File: src/rtl/dcache_nxt_lv_line_xfer.sv
// Cache-line transfer engine: splits one line fill or writeback into single-word ICB
// commands at ascending addresses, collects the responses and returns the whole line.
module dcache_nxt_lv_line_xfer #(
  parameter int unsigned CACHE_LINE_WORD_N = 8,
  parameter int          SIM_DELAY         = 1
) (
  input  logic                            aclk,
  input  logic                            aresetn,

  input  logic [31:0]                     req_addr,
  input  logic                            req_wen,
  input  logic [CACHE_LINE_WORD_N*32-1:0] req_wdata,
  input  logic                            req_valid,
  output logic                            req_ready,

  output logic [CACHE_LINE_WORD_N*32-1:0] cpl_rdata,
  output logic                            cpl_err,
  output logic                            cpl_wen,
  output logic                            cpl_valid,
  input  logic                            cpl_ready,

  output logic [31:0]                     m_icb_cmd_addr,
  output logic                            m_icb_cmd_read,
  output logic [31:0]                     m_icb_cmd_wdata,
  output logic [3:0]                      m_icb_cmd_wmask,
  output logic                            m_icb_cmd_valid,
  input  logic                            m_icb_cmd_ready,

  input  logic [31:0]                     m_icb_rsp_rdata,
  input  logic                            m_icb_rsp_err,
  input  logic                            m_icb_rsp_valid,
  output logic                            m_icb_rsp_ready
);

  localparam int unsigned N     = CACHE_LINE_WORD_N;
  localparam int unsigned LW    = $clog2(N);
  localparam int unsigned CW    = LW + 1;
  localparam int unsigned LineW = N * 32;

  // Clears the word-offset and byte-offset bits of the request address.
  localparam logic [31:0] BaseMask = ~((32'd1 << (LW + 2)) - 32'd1);

  localparam logic [1:0] StIdle = 2'd0;
  localparam logic [1:0] StBusy = 2'd1;
  localparam logic [1:0] StCpl  = 2'd2;

  if (!(N == 1 || N == 2 || N == 4 || N == 8 || N == 16) || SIM_DELAY < 0) begin : g_bad_param
    $error("dcache_nxt_lv_line_xfer: unsupported parameter value");
  end

  logic [1:0]       state_q,   state_d;
  logic [CW-1:0]    cmd_cnt_q, cmd_cnt_d;
  logic [CW-1:0]    rsp_cnt_q, rsp_cnt_d;
  logic             err_q,     err_d;
  logic             wen_q,     wen_d;
  logic [31:0]      base_q,    base_d;
  logic [LineW-1:0] wdata_q,   wdata_d;
  logic [LineW-1:0] rdata_q,   rdata_d;

  logic             cmd_active;
  logic             cmd_hs;
  logic             rsp_hs;
  logic [31:0]      cmd_word;

  assign cmd_active = (state_q == StBusy) && (cmd_cnt_q < CW'(N));
  assign cmd_hs     = cmd_active && m_icb_cmd_ready;
  assign rsp_hs     = (state_q == StBusy) && m_icb_rsp_valid;

  always_comb begin
    cmd_word = '0;
    for (int unsigned k = 0; k < N; k++) begin
      if (cmd_cnt_q == CW'(k)) begin
        cmd_word = wdata_q[32*k +: 32];
      end
    end
  end

  // Command fields are gated by cmd_active so they read as zero outside a command.
  always_comb begin
    req_ready       = (state_q == StIdle);
    cpl_valid       = (state_q == StCpl);
    cpl_rdata       = rdata_q;
    cpl_err         = err_q;
    cpl_wen         = wen_q;
    m_icb_cmd_valid = cmd_active;
    m_icb_cmd_addr  = cmd_active ? (base_q + {{(32-CW-2){1'b0}}, cmd_cnt_q, 2'b00}) : 32'h0;
    m_icb_cmd_read  = cmd_active && !wen_q;
    m_icb_cmd_wmask = (cmd_active && wen_q) ? 4'hF : 4'h0;
    m_icb_cmd_wdata = cmd_active ? cmd_word : 32'h0;
    m_icb_rsp_ready = (state_q == StBusy);
  end

  always_comb begin
    state_d   = state_q;
    cmd_cnt_d = cmd_cnt_q;
    rsp_cnt_d = rsp_cnt_q;
    err_d     = err_q;
    wen_d     = wen_q;
    base_d    = base_q;
    wdata_d   = wdata_q;
    rdata_d   = rdata_q;

    unique case (state_q)
      StIdle: begin
        if (req_valid) begin
          state_d   = StBusy;
          base_d    = req_addr & BaseMask;
          wen_d     = req_wen;
          wdata_d   = req_wdata;
          cmd_cnt_d = '0;
          rsp_cnt_d = '0;
          err_d     = 1'b0;
        end
      end
      StBusy: begin
        if (cmd_hs) begin
          cmd_cnt_d = cmd_cnt_q + CW'(1);
        end
        // Responses are consumed independently of the command side.
        if (rsp_hs) begin
          if (!wen_q) begin
            for (int unsigned k = 0; k < N; k++) begin
              if (rsp_cnt_q == CW'(k)) begin
                rdata_d[32*k +: 32] = m_icb_rsp_rdata;
              end
            end
          end
          err_d     = err_q | m_icb_rsp_err;
          rsp_cnt_d = rsp_cnt_q + CW'(1);
          if (rsp_cnt_q == CW'(N - 1)) begin
            state_d = StCpl;
          end
        end
      end
      StCpl: begin
        if (cpl_ready) begin
          state_d = StIdle;
        end
      end
      default: begin
        state_d = StIdle;
      end
    endcase
  end

  always_ff @(posedge aclk or negedge aresetn) begin
    if (!aresetn) begin
      state_q   <= StIdle;
      cmd_cnt_q <= '0;
      rsp_cnt_q <= '0;
      err_q     <= 1'b0;
      wen_q     <= 1'b0;
      base_q    <= '0;
      wdata_q   <= '0;
      rdata_q   <= '0;
    end else begin
      state_q   <= state_d;
      cmd_cnt_q <= cmd_cnt_d;
      rsp_cnt_q <= rsp_cnt_d;
      err_q     <= err_d;
      wen_q     <= wen_d;
      base_q    <= base_d;
      wdata_q   <= wdata_d;
      rdata_q   <= rdata_d;
    end
  end

endmodule

File: config.mk
export PLATFORM = sky130hd
export DESIGN_NAME = dcache_nxt_lv_line_xfer
export DESIGN_NICKNAME = d
export VERILOG_FILES = /design/src/rtl/dcache_nxt_lv_line_xfer.sv
export SDC_FILE = /design/constraint.sdc
export NUM_CORES = 1
export LEC_CHECK = 0
export ABC_AREA = 1
export CORE_AREA = 4 4 253 255
export CTS_CLUSTER_SIZE = 40
export DETAILED_ROUTE_END_ITERATION = 8
export DIE_AREA = 0 0 257 259
export GPL_TIMING_DRIVEN = 0
export PLACE_DENSITY = 0.66
export SYNTH_ARGS = -nofsm -noshare
export SYNTH_HDL_FRONTEND = slang
export SYNTH_SLANG_ARGS = --single-unit
File: constraint.sdc
create_clock -name aclk -period 3.3 [get_ports aclk]
set_clock_uncertainty 0.1 [all_clocks]
set_input_delay 0.495 -clock aclk [delete_from_list [all_inputs] [get_ports aclk]]
set_output_delay 0.495 -clock aclk [all_outputs]
set_load 0.01 [all_outputs]
==> results of run 1 <==
## registers in the layout (all words and copies together) (netlist names)
name / flops
state_q: 2
cmd_cnt_q: 4
base_q: 27
cpl_wen: 1
rsp_cnt_q: 4
cpl_err: 1
wdata_q: 256
cpl_rdata: 256
## report_power, final
group	internal (mW)	switching, mW
Combinational	6.76	8.89
Clock	4.10	2.97
Sequential	9.65	1.81
Total	20.5	13.7
## metal layers
layer	GRT usage, %	vias up	share of wire, %
met5	0	-	0.097
met4	10.9	14	4.1
met3	10.1	215	9.7
met2	48.6	955	47
met1	36.7	11000	39
li1	-	10700	-
## area by class of cell
| type | instances | area, sq um | share of cell area [%] |
|---|---|---|---|
| antenna | 20 | 50.0 | 0.144 |
| buffer | 162 | 867 | 2.49 |
| clock buffer | 88 | 1800 | 5.16 |
| clock inverter | 23 | 277 | 0.794 |
| inverter | 109 | 414 | 1.19 |
| multi-input combinational | 2074 | 9560 | 27.4 |
| sequential | 551 | 13800 | 39.6 |
| tap | 837 | 1050 | 3.01 |
| timing repair buffer | 700 | 7020 | 20.2 |
## critical path, cell delays in order, from the launching register on
cell	delay [ps]
dfrtp_2	490
buf_12	170
nor2_4	110
buf_12	160
nand2_4	90
inv_2	140
buf_4	200
nand2_1	70
nand3b_1	170
nand2_2	120
a21oi_4	210
buf_6	130
## repair_timing
item	4_1_cts	5_1_grt
endpoints found under the hold margin	52	0
setup buffers	25	12
pin swaps	52	63
gates resized for setup	357	108
endpoints found under the setup margin	67	46
gates cloned	4	3
hold buffers	1	0
## worst max path at each step
| stage | endpoint | startpoint | slack, ps |
|---|---|---|---|
| final | m_icb_cmd_wdata[16] | cmd_cnt_q[3] | -10 |
| after global routing | m_icb_cmd_wdata[16] | cmd_cnt_q[3] | -50 |
| after CTS | m_icb_cmd_wdata[16] | cmd_cnt_q[3] | -120 |
| after detailed placement | m_icb_cmd_wdata[16] | cmd_cnt_q[1] | -710 |
| after global placement | cpl_rdata[26] | aresetn | -23970 |
| after floorplan | m_icb_cmd_wdata[10] | cmd_cnt_q[1] | 860 |
## logic make-up after synthesis
group	count (synthesis)
fa+ha+maj	10
xor+xnor	10
flops	551
buf+inv	274
simple gates	1691
other cells	1
compound gates	360
## layout by cell type (no fill, tap or decap), types with 5 or more instances in the layout
cell / Yosys / final
clkbuf_1: 136 / 107
xnor2_1: 5 / 5
a21oi_1: 45 / 24
dfrtp_1: 551 / 550
buf_12: 0 / 5
nor3_2: 0 / 6
nand3_1: 120 / 76
nor3_1: 16 / 8
clkdlybuf4s50_1: 0 / 604
a21oi_4: 0 / 7
nand2_1: 1352 / 1324
xor2_1: 5 / 5
clkbuf_4: 0 / 8
clkbuf_8: 0 / 21
inv_1: 107 / 98
or2_2: 32 / 31
ha_4: 0 / 5
nand4_1: 13 / 13
buf_16: 0 / 5
inv_2: 2 / 9
dlygate4sd2_1: 0 / 11
clkbuf_16: 0 / 63
nand3_2: 4 / 46
clkbuf_2: 0 / 17
nor2_1: 120 / 105
nand3b_1: 25 / 25
ha_1: 10 / 5
nor2_2: 2 / 6
buf_8: 0 / 7
nand2_2: 1 / 25
buf_2: 23 / 28
o21ai_0: 297 / 295
buf_4: 5 / 49
diode_2: 0 / 20
o21ai_1: 13 / 14
buf_6: 0 / 21
nor2_4: 0 / 11
clkinv_2: 0 / 11
a21oi_2: 0 / 14
==> qor.txt, run 1 <==
critical path launch point type = register
Final Slew Violations = 0
vias in the first global route = 22.6k
all-layer global routing usage = 29.7%
number of H-tree levels = 2
Yosys top cell area share = 58.2%
Worst Max-Slew Pin Slew = 956 ps
global-route wire length before repair = 149000 um
setup violators final = 1
Initial DRC Count = 1909
main area contributors after synthesis = dfrtp_1 (58%), nand2_1 (21%), o21ai_0 (6.3%), nand3_1 (2.5%), clkbuf_1 (2.2%)
Min Hold Slack = 271 ps
Clock Tree Buf Depth = 3
dpl cells = 4391
Fin. Hold Viols = 0
number of vias per cell = 5.02
Synth Area in Adders = 0.528%
Reg2Reg Depth = 7
Crit Path Category = register to output port
count leader, synth = nand2_1
Post-synth EDFFs = 0
cell taking the most area after synthesis = dfrtp_1
area grow syn2layout = 46.8%
Horiz. Die Dim = 257 um
Worst-Skew Late Latency = 620 ps
Main synth FF type = dfrtp_1
IO Pins = 659
reg2reg end = wdata_q[129]
initial antenna violation count = 25
Overall Power = 34.2 mW
Routed Antenna Nets = 0
RSZ-0062 raised after global routing = yes
Power Density = 982 mW/mm^2
Synth Instances = 2897
final worst slack = -11.5 ps
Final HPWL DP = 77500 um
Simple-Gate Fraction of Synth Area = 28.7%
Arrival @ worst endpoint = 2720 ps
worst slack, placed = -706 ps
1st-pass router iterations = 6
Core Util, Final = 56.5%
total congestion overflow = 0
Seq/Total Area, Yosys = 58.2%
failing checks = setup timing
post-synthesis cell area = 0.0237 sq mm
DIE HEIGHT = 259 um
Setup TNS Final = -11.5 ps
outcome = finished with violations
number of remaining DRC errors = 0
crit path max fanout = 10
Final min period = 3310 ps
xor and xnor fraction of the mapped netlist area = 0.369%
Final nets = 3997
Slew HR = 36.3%
GP Congestion = 0.923
Placement Rows = 91
core area = 0.0616 sq mm
Via Count = 22.9k
internal reg-to-reg setup slack = 210 ps
share of cells above drive strength 1 = 11.5%
Synth top cells by count = nand2_1 (1352), dfrtp_1 (551), o21ai_0 (297)
crit end category = output port
Synth Warn # = 0
Starting Density = 38.5%
routed wire length = 102000 um
wire length per cell = 22.4 um
Maximum Capacitance Violations = 0
async set or reset register ratio after synthesis = 100%
clock tree from TritonCTS = done
Clock Sink Count = 551
Crit Reg-Reg Startpoint = state_q[0]
clk slew on worst S/H paths = 70 ps
root buffer cell = clkbuf_16
CTS Buf Count = 61
Min-Delay Path Class = input port to async pin
complex-gate fraction of the synthesized area = 7.65%
Leak Pwr = 16.8 nW
Mapped Avg Cell Area = 8.18 sq um
Final period util = 100%
mux cell area share after synthesis = 0%
largest family of logic cells by synthesized area = simple AND/OR/NAND/NOR gates
post-synthesis register bit count = 551
Die Area = 0.0666 sq mm
WP data required = 2700 ps
Yosys cell types = 32
fin cells = 4564
Cell Area, Placed = 0.0314 sq mm
post-route cell area = 0.0348 sq mm
port bufs = 651
largest net degree at the start of global routing = 115
maximum VDD drop = 0.000572 V
Max Fclk = 0.302 GHz
filler instances = 5658
Power figures use the tool's default switching activity.
==> run 2, diff against run 1 <==
Settings changed: ABC_AREA 1 to default, ABC_CLOCK_PERIOD_IN_PS from default to 3300, CORE_AREA 4 4 253 255 to 4 4 252 254, DIE_AREA 0 0 257 259 to 0 0 256 258.
==> run 2 against run 1 <==
Compared with the run above:
- the flow still finishes with violations (setup timing)
- total power up 3.0%
- combinational power up 6%
- cell count down 15%
- clock power down 3.1%
- critical path depth down 4
- global-route usage down 2.4 points
- synthesized cell count down 21%
- sequential power up 3%
- first-iteration DRC count down 13%
- register-to-register slack better by 120 ps
- critical path type unchanged
- largest power group unchanged
==> qor.txt, run 2 <==
Final HPWL DP = 70300 um (-9.2%)
Buf/Inv on CP = 3 (-2)
crit end category = output port
Final Slew Violations = 0 (unchanged)
Fin. Hold Viols = 0 (unchanged)
Starting Density = 38.3% (-0.15 points)
Cell Area, Placed = 0.0311 sq mm (-0.90%)
global-route wire length before repair = 138000 um (-7.8%)
core area = 0.0613 sq mm (-0.55%)
WP data required = 2700 ps (about the same)
Min Hold Slack = 281 ps (+10.4 ps)
Worst Max-Slew Pin Slew = 988 ps (+32.2 ps)
number of vias per cell = 5.35 (+6.6%)
Yosys top cell area share = 58.7% (+0.56 points)
Min-Delay Path Class = input port to register
initial antenna violation count = 19 (-24%)
Final period util = 104% (+3.6 points)
Horiz. Die Dim = 256 um (-0.39%)
crit-path cells = buf_6, ha_4, or3_4, clkbuf_16, o311a_4, a211oi_4, buf_2
Final min period = 3430 ps (+120 ps)
dpl cells = 3724 (-15%)
Maximum Capacitance Violations = 0 (unchanged)
Setup TNS Final = -1170 ps (-1160 ps)
Placement Rows = 91 (unchanged)
Mapped Avg Cell Area = 10.3 sq um (+26%)
critical path launch point type = register
worst slack, placed = -1190 ps (-487 ps)
RSZ-0062 raised after global routing = yes
failing checks = setup timing
Yosys cell types = 47 (+47%)
number of H-tree levels = 2 (unchanged)
cell taking the most area after synthesis = dfrtp_1
fin cells = 3869 (-15%)
cell family with most CP delay = compound AO/OA/AOI/OAI gates
GP Congestion = 0.928 (+0.47%)
post-route cell area = 0.0344 sq mm (-1.3%)
Worst-Skew Late Latency = 640 ps (+20 ps)
Main synth FF type = dfrtp_1
main area contributors after synthesis = dfrtp_1 (59%), nand2_1 (14%), mux2_2 (12%), clkbuf_1 (1.8%), o21ai_0 (1.7%)
clock tree from TritonCTS = done
Final nets = 3359 (-16%)
outcome = finished with violations
Synth top cells by count = nand2_1 (875), dfrtp_1 (551), mux2_2 (257)
Post-synth EDFFs = 0 (unchanged)
Arrival @ worst endpoint = 2840 ps (+120 ps)
setup violators final = 21 (+20)
Slew HR = 34.2% (-2.1 points)
IO Pins = 659 (unchanged)
post-synthesis cell area = 0.0235 sq mm (-0.95%)
Leak Pwr = 15.8 nW (-5.8%)
total congestion overflow = 0 (unchanged)
Crit Path Category = register to output port
wire length per cell = 24.1 um (+7.5%)
count leader, synth = nand2_1
Routed Antenna Nets = 0 (unchanged)
Clock Sink Count = 551 (unchanged)
Synth Warn # = 0 (unchanged)
area grow syn2layout = 46.3%
largest net degree at the start of global routing = 108 (-6.1%)
Clock Tree Buf Depth = 3 (unchanged)
Max Fclk = 0.291 GHz (-3.5%)
crit path max fanout = 6 (-4)
share of cells above drive strength 1 = 20.1% (+8.6 points)
Via Count = 20.7k (-9.6%)
most frequent cells in the layout = nand2_1 (873), clkdlybuf4s50_1 (604), dfrtp_1 (549), mux2_2 (257), clkbuf_1 (80)
all-layer global routing usage = 27.3% (-2.4 points)
port bufs = 651 (unchanged)
clk slew on worst S/H paths = 60 ps (about the same)
Seq/Total Area, Yosys = 58.7% (+0.56 points)
CP max stage delay = 440 ps (-50 ps)
critical path's slowest cell = or3_4
Initial DRC Count = 1663 (-13%)
maximum VDD drop = 0.000570 V (-0.40%)
vias in the first global route = 21.5k (-4.8%)
final worst slack = -131 ps (-120 ps)
commonest non-fill, non-tap cell in the layout = nand2_1
DIE HEIGHT = 258 um (-0.39%)
Synth Instances = 2277 (-21%)
routed wire length = 93100 um (-8.8%)
root buffer cell = clkbuf_16
number of remaining DRC errors = 0 (unchanged)
async set or reset register ratio after synthesis = 100% (unchanged)
Die Area = 0.0660 sq mm (-0.77%)
1st-pass router iterations = 6 (unchanged)
Core Util, Final = 56.1% (-0.44 points)
Overall Power = 35.2 mW (+3.0%)
CTS Buf Count = 59 (-3.3%)
Power Density = 1030 mW/mm^2 (+4.4%)
post-synthesis register bit count = 551 (unchanged)
==> run 2: cell types whose count changed after synthesis, moves of 25 or more <==
cell and change:
nand3_1 -113, nor2_1 -70, nand3b_1 -25, o22ai_1 +25
a22o_1 +26, o311a_1 +25, a221oi_1 +32, clkbuf_1 -25
mux2_2 +257, o21ai_0 -217, inv_1 -88, or2_2 -31
nand2_1 -477, a211oi_1 +25
==> run 2: final cells by class <==
cell class,count,area (sq um)
fillers,5277,26900
flip-flops and latches,551,13800
multi-input cells,1555,9750
repair buffers,687,6790
clock buffers,91,1800
well taps,790,988
plain buffers,146,916
clock inverters,15,199
inverters,21,88.8
diodes,13,32.5
==> run 2: repair_timing <==
action | CTS | global route
gates cloned | 5 | 0
resized for setup | 414 | 88
buffers inserted | 21 | 6
pin swaps | 63 | 55
endpoints found under the hold margin | 92 | 0
setup endpoints to repair | 80 | 50
hold buffers | 1 | 0
==> run 2: path summary, 6_finish.rpt <==
check	startpoint	to	slack (ps)	depth (start not counted)
min reg2reg	wdata_q[242]	wdata_q[242]	380	2
max reg2reg	state_q[0]	wdata_q[96]	330	5
max	cmd_cnt_q[1]	m_icb_cmd_wdata[1]	-130	7
min	req_wdata[111]	wdata_q[111]	280	3
max in group asynchronous	aresetn	cpl_rdata[5]	850	5
min in group asynchronous	aresetn	wdata_q[10]	390	2
==> run 2: cell families (layout without fill, tap and decap cells) <==
logic type      Yosys count  after routing  share of synthesized area (%)
simple gates            999            999                           16.9
compound gates          273            273                           8.07
mux                     257            257                           12.3
fa+ha+maj                10             10                          0.533
xor+xnor                 14             14                          0.522
flops                   551            551                           58.7
other cells               1             15                         0.0160
buf+inv                 172            960                           2.94
==> run 2: worst min-delay path, stage by stage <==
cell	delay, ps
clkdlybuf4s50_1	400
nand2_1	60
nand2_1	40
==> run 2: per-layer routing <==
layer | vias up | global-route usage, % | part of all wire [%]
met5 | - | 0 | 0.086
met2 | 966 | 43.7 | 47
met4 | 12 | 11.9 | 4.5
met3 | 220 | 6.68 | 7.9
li1 | 9160 | - | -
met1 | 10300 | 35.5 | 41
==> run 2: power by group <==
part           leakage [nW]  switching [mW]  internal (mW)
sequential             6.88            2.00           9.87
clock                 0.980            2.82           4.04
combinational          7.92            8.47           8.03
